`src/rtl/trap_sequencer.sv`:
```
// trap_sequencer: machine-mode trap entry / MRET controller.
// Picks one exception or interrupt per instruction boundary, writes mepc,
// mcause and mtval through the CSR write port, and redirects fetch to mtvec.
// MRET restores MIE from MPIE and redirects fetch to mepc.
// Build option: define TRAP_VECTORED_EN to honour mtvec vectored mode (mode 1)
// for interrupts; when it is undefined every trap goes to the mtvec base.
//
// Handshake: a request is taken only when insn_valid=1 and the sequencer is
// idle (busy=0 before the request); the accept cycle itself already raises
// busy combinationally. trap is a single-cycle strobe, and address is
// meaningful only while trap=1.
module trap_sequencer #(
    parameter int XLEN     = 32,
    parameter int IRQ_SYNC = 1
) (
    input  logic            clk,
    input  logic            rst,
    input  logic            insn_valid,
    input  logic [XLEN-1:0] pc,
    input  logic [XLEN-1:0] insn_word,
    input  logic            exc_illegal,
    input  logic            exc_ebreak,
    input  logic            exc_ecall,
    input  logic            exc_misalign,
    input  logic [XLEN-1:0] bad_addr,
    input  logic            irq_sw,
    input  logic            irq_tm,
    input  logic            irq_ext,
    input  logic [2:0]      mie_bits,
    input  logic [XLEN-1:0] mtvec,
    input  logic [XLEN-1:0] mepc,
    input  logic            mret,
    output logic            csr_we,
    output logic [11:0]     csr_waddr,
    output logic [XLEN-1:0] csr_wdata,
    output logic            mstatus_mie,
    output logic            mstatus_mpie,
    output logic            busy,
    output logic            trap,
    output logic [XLEN-1:0] address,
    output logic [2:0]      dbg_state
);

    localparam logic [2:0] S_IDLE    = 3'd0;
    localparam logic [2:0] S_W_EPC   = 3'd1;
    localparam logic [2:0] S_W_CAUSE = 3'd2;
    localparam logic [2:0] S_W_TVAL  = 3'd3;
    localparam logic [2:0] S_JUMP    = 3'd4;
    localparam logic [2:0] S_RET     = 3'd5;

    localparam logic [11:0] A_MEPC   = 12'h341;
    localparam logic [11:0] A_MCAUSE = 12'h342;
    localparam logic [11:0] A_MTVAL  = 12'h343;

    logic [2:0]      state;
    logic [XLEN-1:0] pc_q;
    logic [XLEN-1:0] cause_q;
    logic [XLEN-1:0] tval_q;
    logic [XLEN-1:0] tgt_q;

    logic [2:0]      irq_raw;
    logic [2:0]      irq_use;
    logic [2:0]      irq_en;
    logic            exc_any;
    logic            irq_pend;
    logic            is_irq;
    logic            take_trap;
    logic            take_ret;
    logic [XLEN-1:0] cause_d;
    logic [XLEN-1:0] tval_d;
    logic [XLEN-1:0] base;
    logic [XLEN-1:0] tgt_trap;
    logic            unused_bits;

    // Interrupt lines ordered {ext, sw, tm}.
    assign irq_raw = {irq_ext, irq_sw, irq_tm};

    generate
        if (IRQ_SYNC != 0) begin : g_irq_sync
            logic [2:0] irq_q;
            // One register stage on the asynchronous interrupt lines.
            always_ff @(posedge clk) begin
                if (rst) irq_q <= 3'b000;
                else     irq_q <= irq_raw;
            end
            assign irq_use = irq_q;
        end else begin : g_irq_direct
            assign irq_use = irq_raw;
        end
    endgenerate

    // mie_bits is {MEIE, MTIE, MSIE}; gate each line by its own enable.
    assign irq_en   = {irq_use[2] & mie_bits[2], irq_use[1] & mie_bits[0], irq_use[0] & mie_bits[1]};
    assign exc_any  = exc_illegal | exc_ebreak | exc_ecall | exc_misalign;
    assign irq_pend = mstatus_mie & (|irq_en);

    assign take_trap = insn_valid & (state == S_IDLE) & (exc_any | irq_pend);
    assign take_ret  = insn_valid & (state == S_IDLE) & ~exc_any & ~irq_pend & mret;

    // Cause / trap-value selection in fixed priority order.
    always_comb begin
        cause_d = '0;
        tval_d  = '0;
        is_irq  = 1'b0;
        if (exc_illegal) begin
            cause_d[4:0] = 5'd2;
            tval_d       = insn_word;
        end else if (exc_ebreak) begin
            cause_d[4:0] = 5'd3;
            tval_d       = pc;
        end else if (exc_ecall) begin
            cause_d[4:0] = 5'd11;
        end else if (exc_misalign) begin
            cause_d[4:0] = 5'd4;
            tval_d       = bad_addr;
        end else if (irq_pend) begin
            is_irq          = 1'b1;
            cause_d[XLEN-1] = 1'b1;
            if (irq_en[2])      cause_d[4:0] = 5'd11;
            else if (irq_en[1]) cause_d[4:0] = 5'd3;
            else                cause_d[4:0] = 5'd7;
        end
    end

    assign base = {mtvec[XLEN-1:2], 2'b00};

`ifdef TRAP_VECTORED_EN
    // Vectored mode applies to interrupts only; modes 2/3 fall back to direct.
    assign tgt_trap = (is_irq && (mtvec[1:0] == 2'b01))
                      ? base + {{(XLEN-7){1'b0}}, cause_d[4:0], 2'b00}
                      : base;
`else
    assign tgt_trap = base;
`endif

    // Mode bits and mepc[0] never reach the target in every build.
    assign unused_bits = ^{mtvec[1:0], mepc[0], is_irq};

    // Sequencer state, latched trap context and mstatus MIE/MPIE.
    always_ff @(posedge clk) begin
        if (rst) begin
            state        <= S_IDLE;
            pc_q         <= '0;
            cause_q      <= '0;
            tval_q       <= '0;
            tgt_q        <= '0;
            mstatus_mie  <= 1'b0;
            mstatus_mpie <= 1'b1;
        end else begin
            case (state)
                S_IDLE: begin
                    if (take_trap) begin
                        state   <= S_W_EPC;
                        pc_q    <= pc;
                        cause_q <= cause_d;
                        tval_q  <= tval_d;
                        tgt_q   <= tgt_trap;
                    end else if (take_ret) begin
                        state <= S_RET;
                        tgt_q <= {mepc[XLEN-1:1], 1'b0};
                    end
                end
                S_W_EPC:   state <= S_W_CAUSE;
                S_W_CAUSE: state <= S_W_TVAL;
                S_W_TVAL:  state <= S_JUMP;
                S_JUMP: begin
                    state        <= S_IDLE;
                    mstatus_mpie <= mstatus_mie;
                    mstatus_mie  <= 1'b0;
                end
                S_RET: begin
                    state        <= S_IDLE;
                    mstatus_mie  <= mstatus_mpie;
                    mstatus_mpie <= 1'b1;
                end
                default: state <= S_IDLE;
            endcase
        end
    end

    // CSR write port and redirect outputs decoded from the current state.
    always_comb begin
        csr_we    = 1'b0;
        csr_waddr = 12'h000;
        csr_wdata = '0;
        case (state)
            S_W_EPC: begin
                csr_we    = 1'b1;
                csr_waddr = A_MEPC;
                csr_wdata = pc_q;
            end
            S_W_CAUSE: begin
                csr_we    = 1'b1;
                csr_waddr = A_MCAUSE;
                csr_wdata = cause_q;
            end
            S_W_TVAL: begin
                csr_we    = 1'b1;
                csr_waddr = A_MTVAL;
                csr_wdata = tval_q;
            end
            default: begin
                csr_we    = 1'b0;
                csr_waddr = 12'h000;
                csr_wdata = '0;
            end
        endcase
    end

    assign trap      = (state == S_JUMP) || (state == S_RET);
    assign address   = trap ? tgt_q : '0;
    assign busy      = (state != S_IDLE) || take_trap || take_ret;
    assign dbg_state = state;

endmodule

```
`config.mk`:
```
export PLATFORM = sky130hd
export DESIGN_NAME = trap_sequencer
export DESIGN_NICKNAME = d
export VERILOG_FILES = /design/src/rtl/trap_sequencer.sv
export SDC_FILE = /design/constraint.sdc
export NUM_CORES = 1
export LEC_CHECK = 0
export CAP_MARGIN = 5
export CORE_MARGIN = 2
export CORE_UTILIZATION = 43
export DETAILED_ROUTE_END_ITERATION = 16
export GPL_ROUTABILITY_DRIVEN = 0
export PLACE_DENSITY_LB_ADDON = 0.15
export RECOVER_POWER = 100
export SYNTH_ARGS = -nofsm -noshare
export SYNTH_HDL_FRONTEND = slang
export SYNTH_SLANG_ARGS = --single-unit
```
`constraint.sdc`:
```
create_clock -name clk -period 2.2 [get_ports clk]
set_clock_uncertainty 0.1 [all_clocks]
set_input_delay 0.22 -clock clk [delete_from_list [all_inputs] [get_ports clk]]
set_output_delay 0.22 -clock clk [all_outputs]
set_load 0.02 [all_outputs]
```
==> results of run 1 <==
[through the flow]
stage          total power, mW  TNS (ps)  instance area, um^2  setup slack (ps)  hold slack (ps)
5_1_grt                   8.17     -34.8                 9010             -28.2              251
4_1_cts                   7.75         0                 8950              13.6              202
3_5_place_dp              5.96    -27510                 8660              -383              358
3_3_place_gp              5.86    -24650                 8660              -330              353
2_1_floorplan             4.65         0                 6040              47.2              248
6_report                  7.74         0                 9010              59.4              220
[logic make-up after synthesis]
group | count (synthesis) | synth area share
AO/OA/AOI/OAI | 210 | 0.269
flip-flops | 108 | 0.360
multiplexers | 33 | 0.0560
buffers and inverters | 102 | 0.0726
XOR/XNOR | 1 | 0.00146
AND/OR/NAND/NOR | 256 | 0.241
other | 1 | 0.000624
[power groups by stage]
stage / registers (mW) / clock network [mW] / logic [mW]
after floorplan: 2.63 / 0 / 2.03
after global placement: 2.64 / 0 / 3.22
after detailed placement: 2.66 / 0 / 3.30
after CTS: 2.63 / 1.81 / 3.31
after global routing: 2.68 / 1.89 / 3.60
final: 2.64 / 1.77 / 3.34
[final cells by class]
type / count / area, um^2
inverters: 2 / 7.51
multi-input cells: 508 / 3540
well taps: 180 / 225
clock inverters: 4 / 72.6
fillers: 1169 / 4760
clock buffers: 11 / 253
repair buffers: 283 / 2740
flip-flops and latches: 108 / 2170
[critical path, stage by stage (launching register included)]
cell           delay [ps]
dfxtp_4               400
buf_12                160
mux2_2                360
a22oi_2               150
nor2_1                 70
dlygate4sd2_1         330
[layout by cell type, fill, tap and decap left out, types with 28 or more instances in the layout]
cell type	instances
clkdlybuf4s50_1	170
a21bo_1	32
mux2i_1	28
nand3_1	64
a311oi_1	30
nand2_1	33
and2_1	32
nor2b_1	37
dlygate4sd2_1	59
nor2_1	37
dfxtp_1	106
a21oi_1	64
a221oi_1	32
nand4b_1	35
[sequential cells by signal, indices dropped and copies added, names as in the netlist]
register and cells:
cause_q 5, dbg_state 3, g_irq_sync.irq_q 3, mstatus_mie 1
mstatus_mpie 1, pc_q 32, tgt_q 31, tval_q 32
[per-layer routing]
layer,global-route usage,up-vias
met5,0,-
met3,0.0418,31
li1,-,3047
met2,0.441,302
met1,0.331,3063
met4,0.0984,0
[path summary, 6_finish.rpt]
kind,depth (start not counted),slack [ps],endpoint,start
max,5,60,csr_wdata[31],dbg_state[1]
max reg2reg,6,160,tval_q[7],dbg_state[2]
min,3,220,cause_q[2],exc_illegal
min reg2reg,2,370,pc_q[1],pc_q[1]
[timing repair]
| action | CTS | global route |
|---|---|---|
| gates cloned | 1 | 0 |
| endpoints found under the setup margin | 103 | 45 |
| pin swaps | 0 | 1 |
| resized for setup | 76 | 28 |
| hold buffers | 0 | 0 |
==> results by group, run 1 <==
Outcome
  • Outcome: complete, no violations

Job
  • Max-Cap Viols: 0

CTS
  • CTS Sinks: 108
  • CTS Buffer Depth: 2
  • Clock latency on the worst-skew pair: 350 ps
  • CTS tree: built
  • Total CTS buffers: 9
  • Clk pin slew, worst setup/hold paths: 70 ps
  • Post-CTS setup repair buffer count: 0
  • H-tree Lvls: 3
  • CTS Root Cell: clkbuf_16

Cells and area
  • Total Nets Final: 1,086
  • Diode count: 0
  • Syn-to-layout area delta: 49.9%
  • Fin util: 0.654
  • Non-filler instance count after layout: 1,096
  • Fraction of layout cells with a size suffix above 1: 0.0906

Logic synthesis
  • EDFF count, synth: 0
  • Yosys reg bits: 108
  • Post-synth top area share: 0.360
  • Synthesized cell area: 6010 um^2
  • Primary FF master, synth: dfxtp_1
  • Post-synthesis sequential area ratio: 0.360
  • Cell variety after synth: 38
  • Mapped Cells: 711
  • Synth Area per Inst: 8.45 um^2
  • Count leader, synth: dfxtp_1
  • Synth area leaders: dfxtp_1 36%, nand3_1 5.4%, a21bo_1 5.3%
  • Number of synthesis warnings: 0
  • Yosys top cell by area: dfxtp_1
  • Top post-synthesis cells by count: 108 x dfxtp_1, 72 x clkbuf_1, 65 x nand3_1
  • Async S/R FF share, synth: 0

STA
  • FMAX: 467 MHz
  • Max transition margin: 0.269
  • Final Hold Vio Count: 0
  • Max-slew violation count: 0
  • Min cycle time layout: 2140 ps
  • Final setup vio count: 0
  • Fin crit share: 0.973
  • Slew @ Worst Pin: 1100 ps

Floorplanning
  • Total core area: 13,800 um^2
  • Die H: 122 um
  • Initial Util: 0.436
  • Die area: 14,900 um^2
  • Die X: 122 um
  • Cell Rows: 43
  • Boundary pin count: 258

Detailed routing
  • Post-route ant nets: 0
  • Max layer used: met4
  • WL met2: 9800 um
  • Final WL: 20,200 um
  • Drt via density: 5.88
  • Metal3 WL: 1530 um
  • WL per Instance: 18.4 um
  • Detailed Routing Iterations Pass 1: 4
  • Initial DRC Count: 415
  • Met1 Wirelength: 8400 um
  • DR vias: 6,443
  • DRC: 0

GRT
  • Remaining global-route overflow: 0
  • Largest net degree at the start of global routing: 72
  • Initial antenna violation count: 0
  • Vias in the first global route: 6,225
  • First-pass GRT wire length: 31,100 um
  • Global Route Usage Sum: 0.260

Power
  • Internal power: 4.93 mW
  • PD cells: 860 nW/um^2
  • Switching power: 2.81 mW
  • Sw Share: 0.363
  • Combinational power share: 0.431
  • Reg power frac: 0.340
  • Peak VDD IR: 0.514 mV
  • P_leak: 3.53 nW
  • Clock power share: 0.229

Place
  • # port buffers: 246
  • Placed Instances: 1,080
  • Hpwl dp: 13,400 um

Setup path
  • Worst Path Required: 1880 ps
  • Crit path max fanout: 11
  • CP Capture Type: output port
  • Data arrival, critical path: 1820 ps
  • Critical setup path kind: flop to output port
  • CP Launch Type: flop

Min path
  • Worst min-delay path class: input pin to flop
No activity file was read; power rests on OpenSTA's default activity.
==> inputs of run 2 (changes only) <==
CORE_MARGIN = default   (was 2)
SLEW_MARGIN = 10   (was default)
==> run 2 against run 1 <==
Effect of this change: combinational power about the same; critical path type is now flop to flop; via count up 0.20%; worst setup slack worse by 15 ps; final cell count down 0.18%; global-route usage up 1.1 points; critical path depth up 1; largest cell class unchanged; highest routed layer unchanged.
==> results by group, run 2 (synthesis results as in run 1) <==
Detailed routing
  • Drt via density: 5.90
  • Post-route ant nets: 0
  • DRC: 0
  • DR vias: 6,456
  • Final WL: 19,600 um
  • WL per Instance: 17.9 um
  • Detailed Routing Iterations Pass 1: 7
  • Initial DRC Count: 575

Job
  • Max-Cap Viols: 0

Setup path
  • Cells along the critical path: nor4b_4, buf_4, nand3b_1, and2_2, buf_4, o41ai_1
  • Crit path max fanout: 38
  • Largest stage delay, worst path: 440 ps
  • Critical path's top delay family: simple AND/OR/NAND/NOR gates
  • CP Capture Type: flop
  • CP Launch Type: flop
  • Cell with the largest stage delay on the worst path: o41ai_1
  • Crit path buffers/inverters: 2
  • Critical setup path kind: flop to flop
  • Data arrival, critical path: 2290 ps
  • Worst Path Required: 2330 ps
  • Crit-path most repeated cell: buf_4

STA
  • Fin crit share: 0.980
  • Final Hold Vio Count: 0
  • Slew @ Worst Pin: 926 ps
  • Max-slew violation count: 0
  • Worst setup margin: 44.2 ps
  • Final setup vio count: 0
  • Max transition margin: 0.382
  • RSZ-0062 raised after global routing: yes
  • Min cycle time layout: 2160 ps
  • Fin Setup TNS: 0 ps
  • FMAX: 464 MHz

Outcome
  • Outcome: complete, no violations

Power
  • Peak VDD IR: 0.497 mV
  • PD cells: 847 nW/um^2
  • P_leak: 3.39 nW

CTS
  • Clk pin slew, worst setup/hold paths: 70 ps
  • Total CTS buffers: 9
  • CTS Sinks: 108
  • Clock latency on the worst-skew pair: 350 ps
  • CTS Root Cell: clkbuf_16
  • CTS tree: built
  • CTS Buffer Depth: 2
  • # hold bufs at CTS: 0
  • H-tree Lvls: 3

Cells and area
  • Biggest regs: pc_q (32), tval_q (32), tgt_q (31)
  • Total Nets Final: 1,087
  • Most common cell after layout, fill and taps aside: clkdlybuf4s50_1
  • Syn-to-layout area delta: 46.3%
  • Fin util: 0.654
  • Diode count: 0
  • Fraction of layout cells with a size suffix above 1: 0.109
  • Most frequent cells in the layout: 169 x clkdlybuf4s50_1, 107 x dfxtp_1, 64 x a21oi_1, 64 x nand3_1, 38 x nor2_1
  • Non-filler instance count after layout: 1,094

Floorplanning
  • Boundary pin count: 258
  • Cell Rows: 42
  • Die area: 14,500 um^2
  • Die X: 120 um
  • Total core area: 13,500 um^2
  • Initial Util: 0.447
  • Die H: 120 um

GRT
  • Largest net degree at the start of global routing: 101
  • Vias in the first global route: 6,278
  • Remaining global-route overflow: 0
  • First-pass GRT wire length: 31,500 um
  • Initial antenna violation count: 0
  • Global Route Usage Sum: 0.271

Place
  • # port buffers: 246
  • Placed Instances: 1,074
  • Hpwl dp: 12,400 um
  • Pre-CTS setup slack: -225 ps

Min path
  • Worst min-delay path class: input pin to flop
-- run 2: changes by cell type in the layout (fill, tap and decap cells not counted), sizes merged, moves of 2 or more --
cell,before,now
dlygate4sd2,59,33
clkbuf,18,48
bufinv,2,0
clkdlybuf4s15,5,3
buf,38,40
-- run 2: area by class of cell --
| type | instances | area [um^2] |
|---|---|---|
| fillers | 1165 | 4660 |
| multi-input cells | 508 | 3470 |
| repair buffers | 284 | 2660 |
| flip-flops and latches | 108 | 2170 |
| clock buffers | 14 | 254 |
| well taps | 176 | 220 |
| clock inverters | 2 | 10.0 |
| inverters | 2 | 7.51 |
-- run 2: metrics by stage --
stage | area (um^2) | hold slack, ps | total power [mW]
after global routing | 8790 | 213 | 7.88
final | 8790 | 207 | 7.45
after CTS | 8910 | 198 | 7.51
after detailed placement | 8660 | 356 | 5.95
after floorplan | 6040 | 248 | 4.65
after global placement | 8660 | 350 | 5.85
-- run 2: worst paths after layout --
path / cells after the start / startpoint / end / slack (ps)
worst max-delay path: 6 / dbg_state[1] / tval_q[29] / 40
worst min-delay path: 3 / exc_illegal / cause_q[2] / 210
worst min register to register: 2 / pc_q[31] / pc_q[31] / 370
worst max register to register: 6 / dbg_state[1] / tval_q[29] / 40
-- run 2: routing by layer --
metal  GRT usage  part of all wire  vias to the layer above
met4      0.0965             0.023                        0
met2       0.443              0.48                      304
li1            -                 -                     3044
met1       0.351              0.41                     3074
met5           0                 0                        -
met3      0.0575             0.081                       34
-- run 2: power by group --
part | switching, mW | internal, mW
combinational | 1.84 | 1.48
sequential | 0.232 | 2.40
clock | 0.707 | 0.798
-- run 2: what timing repair did --
| action | CTS | global route |
|---|---|---|
| gates resized for setup | 83 | 71 |
| endpoints found under the hold margin | 0 | 0 |
| cloned | 1 | 0 |
| setup buffers | 3 | 0 |
| setup endpoints to repair | 70 | 43 |
-- run 2: worst register-to-register path: cells and delay by family (launching register included) --
| family | cells | cell delay (ps) |
|---|---|---|
| AND/OR/NAND/NOR | 3 | 640 |
| buffers and inverters | 2 | 470 |
| AO/OA/AOI/OAI | 1 | 460 |
| flip-flops | 1 | 380 |
==> inputs of run 3 (changes only) <==
ABC_CLOCK_PERIOD_IN_PS = 2100   (was default)
clock period = 2.1 ns   (was 2.2 ns; I/O delays follow)
==> run 3 against run 2 <==
Effect of this change: non-clock buffer count increased by 4; register-to-register slack improved by 50 ps; design area increased by 2.2%; wire length increased by 1.3%; largest cell class unchanged; count of clock-buffer cells in the layout decreased by 3; clock power increased by 17%; via count decreased by 1.3%; critical path depth decreased by 1; power increased by 6.7%; global-route usage decreased by 0.33 points; highest routed layer unchanged; worst setup slack got worse by 26 ps; die area unchanged.
==> results by group, run 3 (synthesis results as in run 1) <==
Outcome
  • Outcome: complete, no violations

Floorplanning
  • Boundary pin count: 258
  • Cell Rows: 42
  • Die area: 14,500 um^2
  • Die H: 120 um
  • Total core area: 13,500 um^2
  • Die X: 120 um
  • Initial Util: 0.447

Cells and area
  • Biggest regs: pc_q (32), tval_q (32), tgt_q (31)
  • Fraction of layout cells with a size suffix above 1: 0.127
  • Syn-to-layout area delta: 49.6%
  • Non-filler instance count after layout: 1,099
  • Most common cell after layout, fill and taps aside: clkdlybuf4s50_1
  • Total Nets Final: 1,091
  • Most frequent cells in the layout: 168 x clkdlybuf4s50_1, 106 x dfxtp_1, 64 x a21oi_1, 64 x nand3_1

Setup path
  • Crit path max fanout: 36
  • Worst R2R Start: dbg_state[1]
  • CP startpoint: dbg_state[2]
  • CP Capture Type: output port
  • CP Launch Type: flop
  • Worst Path Required: 1790 ps
  • Data arrival, critical path: 1770 ps
  • Critical setup path kind: flop to output port

Power
  • Total power after layout: 7.95 mW
  • PD cells: 885 nW/um^2
  • Peak VDD IR: 0.541 mV
  • P_leak: 3.35 nW

Detailed routing
  • DRC: 0
  • DR vias: 6,372
  • Initial DRC Count: 617
  • Final WL: 19,800 um
  • Drt via density: 5.80
  • Post-route ant nets: 0
  • WL per Instance: 18.0 um
  • Detailed Routing Iterations Pass 1: 8

STA
  • Final setup vio count: 0
  • Worst setup margin: 18.2 ps
  • Min cycle time layout: 2080 ps
  • FMAX: 480 MHz
  • Slew @ Worst Pin: 1430 ps
  • Max transition margin: 0.0456
  • Fin crit share: 0.991
  • Final Hold Vio Count: 0
  • RSZ-0062 raised after global routing: yes
  • Max-slew violation count: 0

CTS
  • H-tree Lvls: 3
  • Clk pin slew, worst setup/hold paths: 70 ps
  • CTS Buffer Depth: 2
  • CTS tree: built
  • # hold bufs at CTS: 0
  • Post-CTS setup repair buffer count: 0
  • Clock latency on the worst-skew pair: 350 ps
  • CTS Sinks: 108
  • CTS Root Cell: clkbuf_16
  • Total CTS buffers: 9

GRT
  • Met3 GRT Util: 0.0618
  • Met1 Resource Use GR: 0.331
  • Vias in the first global route: 6,162
  • Largest net degree at the start of global routing: 102
  • Remaining global-route overflow: 0
  • First-pass GRT wire length: 30,900 um
  • Initial antenna violation count: 1
  • Global Route Usage Sum: 0.267
  • Most utilized layer in the global route result: met2
  • Met2 Track Usage GR: 0.458

Place
  • Placed Instances: 1,082
  • # port buffers: 246
  • Hpwl dp: 13,400 um
  • Pre-CTS setup slack: -296 ps

Min path
  • Worst min-delay path class: input pin to flop
  • Worst hold start: exc_illegal

Job
  • Max-Cap Viols: 0
[run 3: layer usage]
metal | vias to the layer above | wire [um]
met4 | 0 | 434
met1 | 3046 | 8390
met2 | 252 | 9660
met5 | - | 0
met3 | 27 | 1330
li1 | 3047 | -
[run 3: worst paths after layout]
kind                              endpoint  slack, ps  cells past startpoint
worst max-delay path            address[7]         20                      5
worst min-delay path            cause_q[2]        150                      3
worst max register to register   tval_q[9]         90                      7
worst min register to register    pc_q[11]        370                      2
[run 3: cell type report]
type                       count  area [um^2]
fill                        1115         4460
multi-input combinational    508         3520
timing repair buffer         288         2760
sequential                   108         2160
clock buffer                  11          253
tap                          176          220
clock inverter                 5         58.8
inverter                       2         7.51
antenna                        1         2.50
[run 3: worst max-delay path, cell delays in order (launching register included)]
cell and delay, ps:
dfxtp_1 390, buf_4 200, nor2b_2 200, buf_12 190, and2_1 170, clkdlybuf4s15_2 260
[run 3: power breakdown]
group,internal (mW),leakage (nW),switching (mW)
registers,2.51,0.889,0.239
logic,1.52,2.32,1.93
clock network,0.992,0.148,0.765
[run 3: through the flow]
stage          area, um^2  TNS (ps)  utilization  hold slack (ps)
3_5_place_dp         8680    -14040        0.645              362
3_3_place_gp         8680     -9860        0.645              350
5_1_grt              8990     -1340        0.668              167
6_report             8990         0        0.668              154
2_1_floorplan        6050         0            -              238
4_1_cts              9000         0        0.669              155
[run 3: repair_timing]
| action | CTS | global route |
|---|---|---|
| gates resized for setup | 143 | 50 |
| pin swaps | 1 | 4 |
| endpoints found under the setup margin | 71 | 86 |
